[src/rtl/spi_mem_ctrl.sv]
// rtl/spi_mem_ctrl.sv - single-bit SPI memory controller serving flash and PSRAM requests
// Optional macro SPI_MEM_FAST_READ_EN: flash reads use 8'h0B plus 8 dummy bits.
module spi_mem_ctrl #(
  parameter logic [7:0] FLASH_CMD_READ = 8'h03,
  parameter logic [7:0] RAM_CMD_READ   = 8'h03,
  parameter logic [7:0] RAM_CMD_WRITE  = 8'h02
) (
  input  logic        clk,
  input  logic        rst,
  input  logic [23:0] spi_addr,
  input  logic [31:0] spi_wdata,
  input  logic        spi_we,
  input  logic        spi_mem_select,
  input  logic        spi_valid,
  output logic        spi_ready,
  output logic [31:0] spi_rdata,
  output logic        flash_cs_n,
  output logic        ram_cs_n,
  output logic        spi_sck,
  output logic        spi_mosi,
  input  logic        spi_miso
);

  typedef enum logic [2:0] {
    ST_IDLE,
    ST_CMD,
    ST_ADDR,
`ifdef SPI_MEM_FAST_READ_EN
    ST_DUMMY,
`endif
    ST_DATA,
    ST_DONE,
    ST_RECOVER
  } state_t;

`ifdef SPI_MEM_FAST_READ_EN
  localparam logic [7:0] FAST_READ_CMD = 8'h0B;
`endif

  state_t      state_q, state_d, next_bit_state;
  logic        phase_q, phase_d;
  logic [4:0]  bit_cnt_q, bit_cnt_d;
  logic [4:0]  last_bit;
  logic        last;
  logic [62:0] tx_q, tx_d;
  logic [31:0] rx_q, rx_d;
  logic        we_q, we_d;
  logic        sel_q, sel_d;
  logic        flash_cs_n_q, flash_cs_n_d;
  logic        ram_cs_n_q, ram_cs_n_d;
  logic        sck_q, sck_d;
  logic        mosi_q, mosi_d;
  logic        ready_q, ready_d;
  logic [31:0] rdata_q, rdata_d;
  logic [7:0]  opcode;
  logic        mosi_zero;

  function automatic logic [31:0] swap_bytes(input logic [31:0] w);
    return {w[7:0], w[15:8], w[23:16], w[31:24]};
  endfunction

  always_comb begin
    if (spi_mem_select) begin
      opcode = spi_we ? RAM_CMD_WRITE : RAM_CMD_READ;
    end else begin
`ifdef SPI_MEM_FAST_READ_EN
      opcode = FAST_READ_CMD;
`else
      opcode = FLASH_CMD_READ;
`endif
    end
  end

  always_comb begin
    last_bit       = 5'd0;
    next_bit_state = ST_IDLE;
    case (state_q)
      ST_CMD: begin
        last_bit       = 5'd7;
        next_bit_state = ST_ADDR;
      end
      ST_ADDR: begin
        last_bit       = 5'd23;
`ifdef SPI_MEM_FAST_READ_EN
        next_bit_state = sel_q ? ST_DATA : ST_DUMMY;
`else
        next_bit_state = ST_DATA;
`endif
      end
`ifdef SPI_MEM_FAST_READ_EN
      ST_DUMMY: begin
        last_bit       = 5'd7;
        next_bit_state = ST_DATA;
      end
`endif
      ST_DATA: begin
        last_bit       = 5'd31;
        next_bit_state = ST_DONE;
      end
      default: ;
    endcase
  end

  assign last = (bit_cnt_q == last_bit);

  always_comb begin
    state_d      = state_q;
    phase_d      = phase_q;
    bit_cnt_d    = bit_cnt_q;
    tx_d         = tx_q;
    rx_d         = rx_q;
    we_d         = we_q;
    sel_d        = sel_q;
    flash_cs_n_d = flash_cs_n_q;
    ram_cs_n_d   = ram_cs_n_q;
    sck_d        = sck_q;
    mosi_d       = mosi_q;
    ready_d      = 1'b0;
    rdata_d      = rdata_q;
    mosi_zero    = 1'b0;
    case (state_q)
      ST_IDLE: begin
        if (spi_valid) begin
          we_d  = spi_we;
          sel_d = spi_mem_select;
          if (!spi_mem_select && spi_we) begin
            // Flash is read-only here: complete immediately without touching the bus.
            state_d = ST_DONE;
            ready_d = 1'b1;
          end else begin
            state_d      = ST_CMD;
            tx_d         = {opcode[6:0], spi_addr, swap_bytes(spi_wdata)};
            mosi_d       = opcode[7];
            flash_cs_n_d = spi_mem_select;
            ram_cs_n_d   = !spi_mem_select;
            sck_d        = 1'b0;
            phase_d      = 1'b0;
            bit_cnt_d    = 5'd0;
          end
        end
      end
      ST_DONE:    state_d = ST_RECOVER;
      ST_RECOVER: state_d = ST_IDLE;
      default: begin
        if (!phase_q) begin
          sck_d   = 1'b1;
          phase_d = 1'b1;
          rx_d    = {rx_q[30:0], spi_miso};
        end else begin
          sck_d   = 1'b0;
          phase_d = 1'b0;
          if (last) begin
            bit_cnt_d = 5'd0;
            state_d   = next_bit_state;
          end else begin
            bit_cnt_d = bit_cnt_q + 5'd1;
          end
          if (last && state_q == ST_DATA) begin
            flash_cs_n_d = 1'b1;
            ram_cs_n_d   = 1'b1;
            ready_d      = 1'b1;
            mosi_d       = 1'b0;
            if (!we_q) rdata_d = swap_bytes(rx_q);
          end else begin
`ifdef SPI_MEM_FAST_READ_EN
            // Dummy bits do not consume payload, so the data bits stay queued.
            if (state_q != ST_DUMMY) tx_d = {tx_q[61:0], 1'b0};
            mosi_zero = (state_d == ST_DUMMY) || (state_d == ST_DATA && !we_q);
`else
            tx_d      = {tx_q[61:0], 1'b0};
            mosi_zero = (state_d == ST_DATA && !we_q);
`endif
            mosi_d = mosi_zero ? 1'b0 : tx_q[62];
          end
        end
      end
    endcase
  end

  always_ff @(posedge clk or posedge rst) begin
    if (rst) begin
      state_q      <= ST_IDLE;
      phase_q      <= 1'b0;
      bit_cnt_q    <= 5'd0;
      tx_q         <= '0;
      rx_q         <= '0;
      we_q         <= 1'b0;
      sel_q        <= 1'b0;
      flash_cs_n_q <= 1'b1;
      ram_cs_n_q   <= 1'b1;
      sck_q        <= 1'b0;
      mosi_q       <= 1'b0;
      ready_q      <= 1'b0;
      rdata_q      <= '0;
    end else begin
      state_q      <= state_d;
      phase_q      <= phase_d;
      bit_cnt_q    <= bit_cnt_d;
      tx_q         <= tx_d;
      rx_q         <= rx_d;
      we_q         <= we_d;
      sel_q        <= sel_d;
      flash_cs_n_q <= flash_cs_n_d;
      ram_cs_n_q   <= ram_cs_n_d;
      sck_q        <= sck_d;
      mosi_q       <= mosi_d;
      ready_q      <= ready_d;
      rdata_q      <= rdata_d;
    end
  end

  assign spi_ready  = ready_q;
  assign spi_rdata  = rdata_q;
  assign flash_cs_n = flash_cs_n_q;
  assign ram_cs_n   = ram_cs_n_q;
  assign spi_sck    = sck_q;
  assign spi_mosi   = mosi_q;

endmodule

[config.mk]
export PLATFORM = sky130hd
export DESIGN_NAME = spi_mem_ctrl
export DESIGN_NICKNAME = d
export VERILOG_FILES = /design/src/rtl/spi_mem_ctrl.sv
export SDC_FILE = /design/constraint.sdc
export NUM_CORES = 1
export LEC_CHECK = 0
export ABC_CLOCK_PERIOD_IN_PS = 8000
export BUFFER_PORTS_ARGS = -buffer_cell sky130_fd_sc_hd__buf_4
export CORE_MARGIN = 1
export CORE_UTILIZATION = 31
export CTS_CLUSTER_DIAMETER = 50
export DETAILED_ROUTE_END_ITERATION = 7
export GPL_ROUTABILITY_DRIVEN = 0
export GPL_TIMING_DRIVEN = 0
export PLACE_DENSITY_LB_ADDON = 0.08
export SLEW_MARGIN = 20
export SYNTH_ARGS = -nofsm -noshare
export SYNTH_HDL_FRONTEND = slang
export SYNTH_SLANG_ARGS = --single-unit
export TNS_END_PERCENT = 1
[constraint.sdc]
create_clock -name clk -period 8 [get_ports clk]
set_clock_uncertainty 0.15 [all_clocks]
set_input_delay 1.2 -clock clk [delete_from_list [all_inputs] [get_ports clk]]
set_output_delay 1.2 -clock clk [all_outputs]
set_load 0.01 [all_outputs]
======== Word-level counts from Yosys, hierarchy flattened ========
Cells that the tools add are included.
W data, S select, Z words.
storage, ports and cells
  bits in registers ....................... 141
operators by class
  add/sub/neg operators ................... 1
  eq/ne operators ......................... 10
  multiplexer cells ....................... 44
  bitwise logic cells ..................... 4
  reduce and logical (&&, ||, !) cells .... 19
operator list
  kind                   count
  $mux W63               4
  $pmux W63 S2           1
  $mux W1                20
  $mux W5                4
  $mux W3                6
  $pmux W3 S3            2
  $pmux W5 S3            1
  $pmux W1 S2            5
  $pmux W5 S2            1
  $reduce_and A5 Y1      2
  $eq A3 B2 Y1 const B   3
  $reduce_and A4 Y1      2
  $eq A3 B3 Y1 const B   2
  $reduce_and A2 Y1      3
  $add A5 B1 Y5 const B  1
  $eq A5 B5 Y1           1
  $ne A2 B2 Y1 const B   2
  $not A1 Y1             4
  $reduce_bool A2 Y1     2
  $reduce_bool A4 Y1     1
  $eq A3 B1 Y1 const B   1
  $logic_and A1 B1 Y1    3
  $logic_not A3 Y1       1
  $reduce_and A3 Y1      1
  other kinds (4)        5

======== Longest topological paths before layout ========
Gate-level depths: netlist of run 1.
  depth in word-level cells ............... 12
  depth in mapped cells ................... 7
  gate-level depth less buffers ........... 5

======== Least setup slack after synthesis of run 1 ========
No wires, ideal clock.
  path kind ............................... input -> register
  from .................................... input spi_mem_select
  to ...................................... register tx_q[10]
  setup time .............................. 0.125 ns
  arrival time ............................ 2.437 ns
  slack ................................... 5.288 ns
  cell stages on the path ................. 7
  path through ............................ inv_1 > a21boi_1 > o221ai_2 > nand2b_1 > buf_6 > buf_6 > mux2_4
on the way
  longest elaborated chain between the ends .. 4
ends and longest elaborated chain
  what                                line  text
  start: declaration                  13    input logic spi_mem_select,
  $logic_not A1 Y1                    126   if (!spi_mem_select && spi_we) begin
  $logic_and A1 B1 Y1                 126
  $ne A2 B2 Y1 (no source line)       --
  $reduce_and A5 Y1 (no source line)  --
  end signal: assignment              199   tx_q <= tx_d;
  end: declaration                    45    logic [62:0] tx_q, tx_d;
No other way between the ends.
A chain may end at the register's enable or synchronous reset.

======== Final worst setup path of run 1 ========
  from .................................... input spi_mem_select
  to ...................................... register tx_q[16]
The elaborated chain is that of the path after synthesis.

==> flow_metrics.tcl, run 1 <==
set metrics [dict create \
    outcome "finished clean" \
    cts_num_sinks 141 \
    drive_gt1_frac 0.390 \
    clockRootBuffer "clkbuf_16" \
    first_pass_iters 5 \
    nNetsFinal 750 \
    clk_path_buf_depth 2 \
    ioPinCount 99 \
    whs_ps 337 \
    drt-initial-drc-count 175 \
    final_cell_mix "nand2_1 (179), dfrtp_1 (139), buf_4 (101), mux2_2 (60), mux2_4 (53)" \
    end_kind "flop" \
    grt_max_degree 77 \
    routed_wl_um 13900 \
    rsz0062_at_grt "false" \
    cp.required_ps 8150 \
    track_usage 0.138 \
    hold_viol_final 0 \
    vdd_drop_max_mv 0.139 \
    antenna_cells 0 \
    relSlewSlack 0.574 \
    synth-seq-cells 141 \
    min_path_type "reg2reg" \
    p_per_area_nw_per_um2 410 \
    drc 0 \
    syn2layout_area_growth_pct 26.4 \
    post-cts-setup-buffers 0 \
    clk_pin_slew_ps 60 \
    crit_family "buffers and inverters" \
    startpoint_type "primary input" \
    period_share 0.340 \
    final_common_cell "nand2_1" \
    max_cap_viol_count 0 \
    period_minus_slack_ps 2720 \
    antenna_found_initial 0 \
    cts_tree "built" \
    critical_path_depth 8 \
    synth_area_um2 6590 \
    holdPathStages 1 \
    cts_hold_buf 0 \
    slew_viol_final 0 \
    fp.dieW_um 148 \
    slowest_stage "o221ai_2" \
    worstMarginPinSlew_ps 634 \
    synth_top_flop_cell "dfrtp_1" \
    critical_path_class "in2reg" \
    coreArea_um2 20600 \
    vias 4376 \
    die_h_um 148 \
    cts_buffers 17 \
    crit_path_max_incr_delay_ps 450 \
    path_cells "buf_4 -> inv_1 -> a21boi_1 -> o221ai_2 -> nand2b_1 -> buf_6 -> buf_6 -> mux2_4" \
    wl_per_cell_um 14.4 \
    synth-seq-area-share 0.536 \
    synth_edf_count 0 \
    final.setup.tns_ps 0 \
    crit_top_cell "buf_6" \
    rows 52 \
    grt_pass1_wl_um 23500 \
    syn_nets 632 \
    htree_levels 4 \
    drtAntennaViolNets 0 \
    portBuffers 98 \
    ff2ff_path_depth 5 \
    avgSynthCellArea_um2 11.6 \
    cts_resized 0 \
    setup_violations 0 \
    leakage_nw 4.27 \
    dieArea_um2 21800 \
    yosysWarningCount 0 \
    synthCells 569 \
    yosysUniqueCellTypes 45 \
    dpl.hpwl_um 9530 \
    path_buf_inv 4 \
    max_freq_ghz 0.367 \
    grt-ovfl-total 0 \
    clk_latency_ps 410 \
    initial_utilization 0.321 \
    vias_per_cell 4.51 \
    worst-endpoint-arrival_ps 2870 \
    grt_pass1_vias 4519 \
    async_flop_share 1.00 \
    critPathMaxFanout 10 \
]
## cell families (layout without fill, tap and decap cells)
logic type / after synthesis / in the layout / share of synthesized area
flip-flops: 141 / 141 / 0.536
multiplexers: 130 / 130 / 0.251
AND/OR/NAND/NOR: 210 / 210 / 0.131
AO/OA/AOI/OAI: 42 / 42 / 0.0442
buffers and inverters: 45 / 176 / 0.0368
adder cells (fa/ha/maj): 1 / 1 / 0.00190
## sequential cells by signal, summed over array words and instances, names as in the netlist
register / cells
state_q: 3
rx_q: 32
flash_cs_n: 1
spi_mosi: 1
we_q: 1
tx_q: 63
spi_rdata: 32
ram_cs_n: 1
spi_sck: 1
spi_ready: 1
bit_cnt_q: 5
## worst reg2reg max path: stages (launching register included)
cell,delay (ps)
dfrtp_1,450
buf_2,270
nor2b_1,90
o21ai_1,510
buf_2,370
mux2_2,370
## cell type report
type                            instances  area, um2
Clock buffer                           19        453
Clock inverter                         13        176
Tap cell                              270        338
Multi-Input combinational cell        383       2820
Sequential cell                       141       3530
Fill cell                            2021      12200
Timing Repair Buffer                   99        763
Buffer                                 30        186
Inverter                               15       63.8
## per-layer routing
| metal | up-vias | part of all wire | global-route usage | routed length, um |
|---|---|---|---|---|
| met5 | - | 0 | 0 | 0 |
| met4 | 0 | 0.013 | 0.0474 | 184 |
| met3 | 14 | 0.046 | 0.0417 | 647 |
| met2 | 71 | 0.46 | 0.211 | 6380 |
| met1 | 2152 | 0.48 | 0.184 | 6720 |
| li1 | 2139 | - | - | - |
## cell usage after synthesis (2+ instances only)
cell type,n,share of area
nand2_1,179,0.10
dfrtp_1,139,0.53
mux2_2,60,0.10
mux2_4,53,0.12
inv_1,15,0.0085
mux2_1,9,0.015
buf_2,8,0.0061
mux2i_1,8,0.012
nor2_1,8,0.0046
buf_6,7,0.012
a21oi_1,6,0.0046
buf_1,6,0.0034
clkbuf_1,6,0.0034
nand2b_1,6,0.0057
o21ai_0,6,0.0046
a31oi_1,4,0.0038
o21ai_1,4,0.0030
o22ai_1,4,0.0038
buf_4,3,0.0034
o31ai_1,3,0.0034
or3_1,3,0.0028
dfstp_2,2,0.0080
nand3_1,2,0.0015
nand3b_1,2,0.0023
nand4_1,2,0.0019
nor2b_1,2,0.0019
o211ai_1,2,0.0023
o21bai_1,2,0.0023
or2_1,2,0.0019
## final timing paths
path,end,slack (ps),start
setup reg to reg,rx_q[14],5680,state_q[2]
hold / removal,spi_rdata[22],340,spi_rdata[22]
setup / recovery,tx_q[16],5280,spi_mem_select
hold reg to reg,spi_rdata[22],340,spi_rdata[22]
max in group asynchronous,flash_cs_n,6270,rst
min in group asynchronous,spi_rdata[13],650,rst
## power breakdown
part           switching (mW)  leakage, nW  internal [mW]
Clock                   0.319        0.300          0.515
Combinational           0.669         2.15          0.788
Sequential              0.154         1.82          0.970
Total                    1.14         4.27           2.27
## stage by stage
stage | utilization | instances | power [mW] | setup WS (ps) | area [um2]
after detailed placement | 0.375 | 938 | 2.61 | 4870 | 7700
after floorplan | - | 569 | 2.29 | 2870 | 6590
after global routing | 0.405 | 970 | 3.67 | 5220 | 8330
final | 0.405 | 970 | 3.41 | 5280 | 8330
after CTS | 0.405 | 970 | 3.47 | 5310 | 8330
after global placement | 0.373 | 937 | 2.57 | 1020 | 7660
Note: power is estimated with default switching activity, not from simulation.
==> run 2, diff against run 1 <==
--- a/config.mk
+++ b/config.mk
@@ -5,7 +5,7 @@
 export SDC_FILE = /design/constraint.sdc
 export NUM_CORES = 1
 export LEC_CHECK = 0
-export ABC_CLOCK_PERIOD_IN_PS = 8000
+export ABC_CLOCK_PERIOD_IN_PS = 2700
 export BUFFER_PORTS_ARGS = -buffer_cell sky130_fd_sc_hd__buf_4
 export CORE_MARGIN = 1
 export CORE_UTILIZATION = 31
==> constraint.sdc (replaced) <==
create_clock -name clk -period 2.7 [get_ports clk]
set_clock_uncertainty 0.15 [all_clocks]
set_input_delay 0.405 -clock clk [delete_from_list [all_inputs] [get_ports clk]]
set_output_delay 0.405 -clock clk [all_outputs]
set_load 0.01 [all_outputs]
==> run 2 against run 1 <==
Against the previous run:
- first-iteration DRC count up 0.57%
- clock power grew to 2.7 times the previous value
- sequential cell count unchanged
- sequential power grew to 3.0 times the previous value
- combinational power grew to 3.0 times the previous value
- largest power group unchanged
- largest cell class unchanged
- register-to-register slack worse by 5400 ps
- final area about the same
- core utilization about the same
- wire length is 2.3% higher
- power rose to 2.9 times the previous value
==> flow_metrics.tcl, run 2 (synthesis results as in run 1) <==
set metrics [dict create \
    outcome "finished clean" \
    max_cap_viol_count 0 \
    vias 4384 \
    dpl_cell_area_um2 7750 \
    utilization 0.405 \
    switching_power_mw 3.36 \
    htree_levels 4 \
    drtAntennaViolNets 0 \
    fin_ws_ps 304 \
    clk_latency_ps 410 \
    combPwrFrac 0.436 \
    cp.required_ps 2850 \
    grt_pass1_vias 4435 \
    cts_resized 0 \
    max_freq_ghz 0.417 \
    clockPowerShare 0.229 \
    drive_gt1_frac 0.391 \
    first_pass_iters 4 \
    cts_tree "built" \
    worst-endpoint-arrival_ps 2540 \
    wl_per_cell_um 14.6 \
    dpl.hpwl_um 9990 \
    pre_cts_ws_ps 293 \
    die_h_um 148 \
    fin_area_um2 8330 \
    drc 0 \
    reg2reg_slack_ps 300 \
    syn2layout_area_growth_pct 26.4 \
    rows 52 \
    leakage_nw 4.26 \
    seq_power_share 0.336 \
    portBuffers 98 \
    critPathMaxFanout 10 \
    grt_max_degree 34 \
    largest_register_ffs 63 \
    nNetsFinal 754 \
    routed_wl_um 14200 \
    antenna_cells 0 \
    vdd_drop_max_mv 0.390 \
    cts_num_sinks 141 \
    clk_pin_slew_ps 60 \
    setup_violations 0 \
    cts_buffers 17 \
    relSlewSlack 0.588 \
    period_share 0.887 \
    period_minus_slack_ps 2400 \
    vias_per_cell 4.51 \
    grt_pass1_wl_um 23700 \
    post-cts-setup-buffers 0 \
    min_path_type "in2reg" \
    end_kind "flop" \
    track_usage 0.140 \
    clockRootBuffer "clkbuf_16" \
    antenna_found_initial 0 \
    ioPinCount 99 \
    worstMarginPinSlew_ps 613 \
    critical_path_class "reg2reg" \
    final_common_cell "nand2_1" \
    final.setup.tns_ps 0 \
    drt-initial-drc-count 176 \
    grt-ovfl-total 0 \
    intPower_mw 6.57 \
    fp.dieW_um 148 \
    slew_viol_final 0 \
    regMostFlops "tx_q" \
    final_cell_mix "nand2_1 (179), dfrtp_1 (139), buf_4 (101), mux2_2 (60), mux2_4 (53)" \
    initial_utilization 0.321 \
    startpoint_type "flop" \
    swShare 0.338 \
    rsz0062_at_grt "false" \
    clk_path_buf_depth 2 \
    hold_viol_final 0 \
    p_per_area_nw_per_um2 1190 \
    dieArea_um2 21800 \
    coreArea_um2 20600 \
]
## run 2: final cells by class
class | count | area, um2
repair buffers | 103 | 826
fillers | 2060 | 12200
plain buffers | 30 | 186
multi-input cells | 383 | 2820
inverters | 15 | 60.1
clock buffers | 17 | 425
clock inverters | 14 | 148
well taps | 270 | 338
flip-flops and latches | 141 | 3530
## run 2: final timing paths
path | startpoint | to | depth (start not counted)
hold reg to reg | spi_rdata[26] | spi_rdata[26] | 1
max in group asynchronous | rst | flash_cs_n | 4
setup reg to reg | state_q[1] | spi_rdata[5] | 6
min in group asynchronous | rst | spi_rdata[14] | 3
setup / recovery | state_q[1] | spi_rdata[5] | 6
hold / removal | spi_miso | rx_q[0] | 2
## run 2: worst max-delay path, cell delays in order, from the launching register on
cell	delay [ps]
dfrtp_1	460
nor2b_1	200
nor3_2	360
o21ai_2	190
nor3_4	290
buf_4	260
mux2_2	360
## run 2: per-layer routing
| metal | track usage | up-vias | share of wire |
|---|---|---|---|
| met2 | 0.209 | 82 | 0.46 |
| met3 | 0.0352 | 14 | 0.041 |
| met5 | 0 | - | 0 |
| li1 | - | 2156 | - |
| met1 | 0.193 | 2132 | 0.49 |
| met4 | 0.0567 | 0 | 0.014 |
## run 2: power groups by stage
stage / clock network [mW] / registers, mW / logic [mW]
CTS: 2.34 / 3.34 / 4.41
detailed placement: 0 / 3.37 / 4.37
global route: 2.44 / 3.44 / 4.77
floorplan: 0 / 3.24 / 3.55
finish: 2.27 / 3.33 / 4.33
global placement: 0 / 3.35 / 4.29
## run 2: per-stage QoR
| stage | power, mW | hold WS, ps | cells |
|---|---|---|---|
| after floorplan | 6.79 | 324 | 569 |
| after global placement | 7.63 | 325 | 937 |
| after detailed placement | 7.74 | 319 | 941 |
| after CTS | 10.1 | 45.8 | 973 |
| after global routing | 10.7 | 46.6 | 973 |
| final | 9.93 | 69.1 | 973 |
## run 2: timing repair
| action | 4_1_cts | 5_1_grt |
|---|---|---|
| hold buffers | 1 | 0 |
| endpoints found under the setup margin | 0 | 0 |
| endpoints found under the hold margin | 14 | 0 |
==> run 3, diff against run 2 <==
--- a/config.mk
+++ b/config.mk
@@ -5,7 +5,7 @@
 export SDC_FILE = /design/constraint.sdc
 export NUM_CORES = 1
 export LEC_CHECK = 0
-export ABC_CLOCK_PERIOD_IN_PS = 2700
+export ABC_CLOCK_PERIOD_IN_PS = 2300
 export BUFFER_PORTS_ARGS = -buffer_cell sky130_fd_sc_hd__buf_4
 export CORE_MARGIN = 1
 export CORE_UTILIZATION = 31
==> constraint.sdc (replaced) <==
create_clock -name clk -period 2.3 [get_ports clk]
set_clock_uncertainty 0.15 [all_clocks]
set_input_delay 0.345 -clock clk [delete_from_list [all_inputs] [get_ports clk]]
set_output_delay 0.345 -clock clk [all_outputs]
set_load 0.01 [all_outputs]
==> run 3 against run 2 <==
Against the previous run:
- largest power group unchanged
- core utilization grew 0.52 points
- largest cell class unchanged
- first-iteration DRC count down 17%
- cell count grew 0.41%
- die area is the same
- sequential share of layout area down 0.50 points
- hold slack worse by 42 ps
- via count rose by 0.55%
- global-route usage up 0.054 points
- register-to-register slack worse by 230 ps
==> flow_metrics.tcl, run 3 (synthesis results as in run 1) <==
set metrics [dict create \
    outcome "finished clean" \
    syn2layout_area_growth_pct 28.0 \
    first_pass_iters 4 \
    drt-initial-drc-count 146 \
    vdd_drop_max_mv 0.458 \
    dieArea_um2 21800 \
    max_cap_viol_count 0 \
    ioPinCount 99 \
    largest_register_ffs 63 \
    hold_viol_final 0 \
    grt-ovfl-total 0 \
    period_share 0.970 \
    p_per_area_nw_per_um2 1400 \
    vias_per_cell 4.51 \
    slew_viol_final 0 \
    fillCellCount 2049 \
    fp.dieW_um 148 \
    setup_violations 0 \
    met3_length_um 586 \
    worstMarginPinSlew_ps 511 \
    clk_pin_slew_ps 60 \
    relSlewSlack 0.659 \
    period_minus_slack_ps 2230 \
    portBuffers 98 \
    cp.required_ps 2450 \
    antenna_cells 0 \
    top_layer "met4" \
    fin_ws_ps 69.6 \
    critPathMaxFanout 10 \
    rsz0062_at_grt "true" \
    leakage_nw 4.30 \
    path_cells "nor2b_1 -> nor3_4 -> o21ai_4 -> nor3_4 -> buf_6 -> buf_8 -> mux2_2" \
    dr_wl_met2_um 6510 \
    drive_gt1_frac 0.403 \
    clk_latency_ps 410 \
    pre_cts_ws_ps -107 \
    critical_path_class "reg2reg" \
    final_cell_mix "nand2_1 (179), dfrtp_1 (137), buf_4 (100), mux2_2 (60), mux2_4 (53)" \
    seqCellArea_um2 3530 \
    drtAntennaViolNets 0 \
    worst-endpoint-arrival_ps 2380 \
    nNetsFinal 758 \
    max_freq_ghz 0.448 \
    final_common_cell "nand2_1" \
    crit_path_max_incr_delay_ps 450 \
    drc 0 \
    multi_input_area_um2 2860 \
    routed_wl_um 14300 \
    cts_tree "built" \
    crit_top_cell "nor3_4" \
    crit_family "simple AND/OR/NAND/NOR gates" \
    grt_max_degree 34 \
    die_h_um 148 \
    grt_pass1_wl_um 23700 \
    startpoint_type "flop" \
    rows 52 \
    grt_pass1_vias 4459 \
    antenna_found_initial 0 \
    cts_num_sinks 141 \
    min_path_type "in2reg" \
    track_usage 0.141 \
    wl_per_cell_um 14.7 \
    cts_buffers 17 \
    coreArea_um2 20600 \
    regMostFlops "tx_q" \
    drt-met1-wl_um 7020 \
    dpl.hpwl_um 9990 \
    utilization 0.410 \
    slowest_stage "dfrtp_2" \
    clk_path_buf_depth 2 \
    clockRootBuffer "clkbuf_16" \
    vias 4408 \
    htree_levels 4 \
    path_buf_inv 2 \
    initial_utilization 0.321 \
    end_kind "flop" \
]
==> run 3: final cells by class <==
class | instances | share of cell area
Multi-Input combinational cell | 383 | 0.339
Tap cell | 270 | 0.0400
Clock inverter | 14 | 0.0175
Inverter | 15 | 0.00712
Buffer | 30 | 0.0254
Sequential cell | 141 | 0.419
Clock buffer | 17 | 0.0504
Timing Repair Buffer | 107 | 0.102
==> run 3: tightest hold or removal path, cell delays in order <==
cell and delay [ps]:
buf_4 110, nand2_1 40, mux2i_1 50
==> run 3: layer usage <==
| layer | GRT usage | vias up |
|---|---|---|
| li1 | - | 2166 |
| met1 | 0.193 | 2148 |
| met2 | 0.211 | 80 |
| met3 | 0.0352 | 14 |
| met4 | 0.0567 | 0 |
| met5 | 0 | - |
==> run 3: path summary, 6_finish.rpt <==
path | startpoint | end | slack (ps) | depth (start not counted)
max reg2reg | state_q[1] | spi_rdata[5] | 70 | 7
max | state_q[1] | spi_rdata[5] | 70 | 7
min | spi_wdata[24] | tx_q[0] | 30 | 3
min reg2reg | spi_rdata[26] | spi_rdata[26] | 340 | 1
max in group asynchronous | rst | flash_cs_n | 1020 | 4
min in group asynchronous | rst | spi_rdata[14] | 380 | 3
==> run 3: power breakdown <==
part	internal (mW)	switching (mW)	leakage, nW
sequential	3.38	0.546	1.82
clock	1.59	1.08	0.267
combinational	2.82	2.37	2.22
==> run 3: through the flow <==
step | setup TNS (ps) | std cells | area [um2] | hold slack, ps | power, mW
finish | 0 | 977 | 8440 | 27.2 | 11.8
global route | -58.4 | 977 | 8440 | 5.35 | 12.6
global placement | -136100 | 937 | 7670 | 325 | 8.96
CTS | -647 | 974 | 8360 | 7.80 | 11.9
detailed placement | -3850 | 941 | 7750 | 259 | 9.09
floorplan | 0 | 569 | 6600 | 324 | 7.97
==> run 3: timing repair <==
action,in CTS,in global routing
pin swaps,0,2
hold endpoints to repair,15,0
gates resized for setup,4,14
hold buffers,2,0
setup buffers,0,3
setup endpoints to repair,112,86
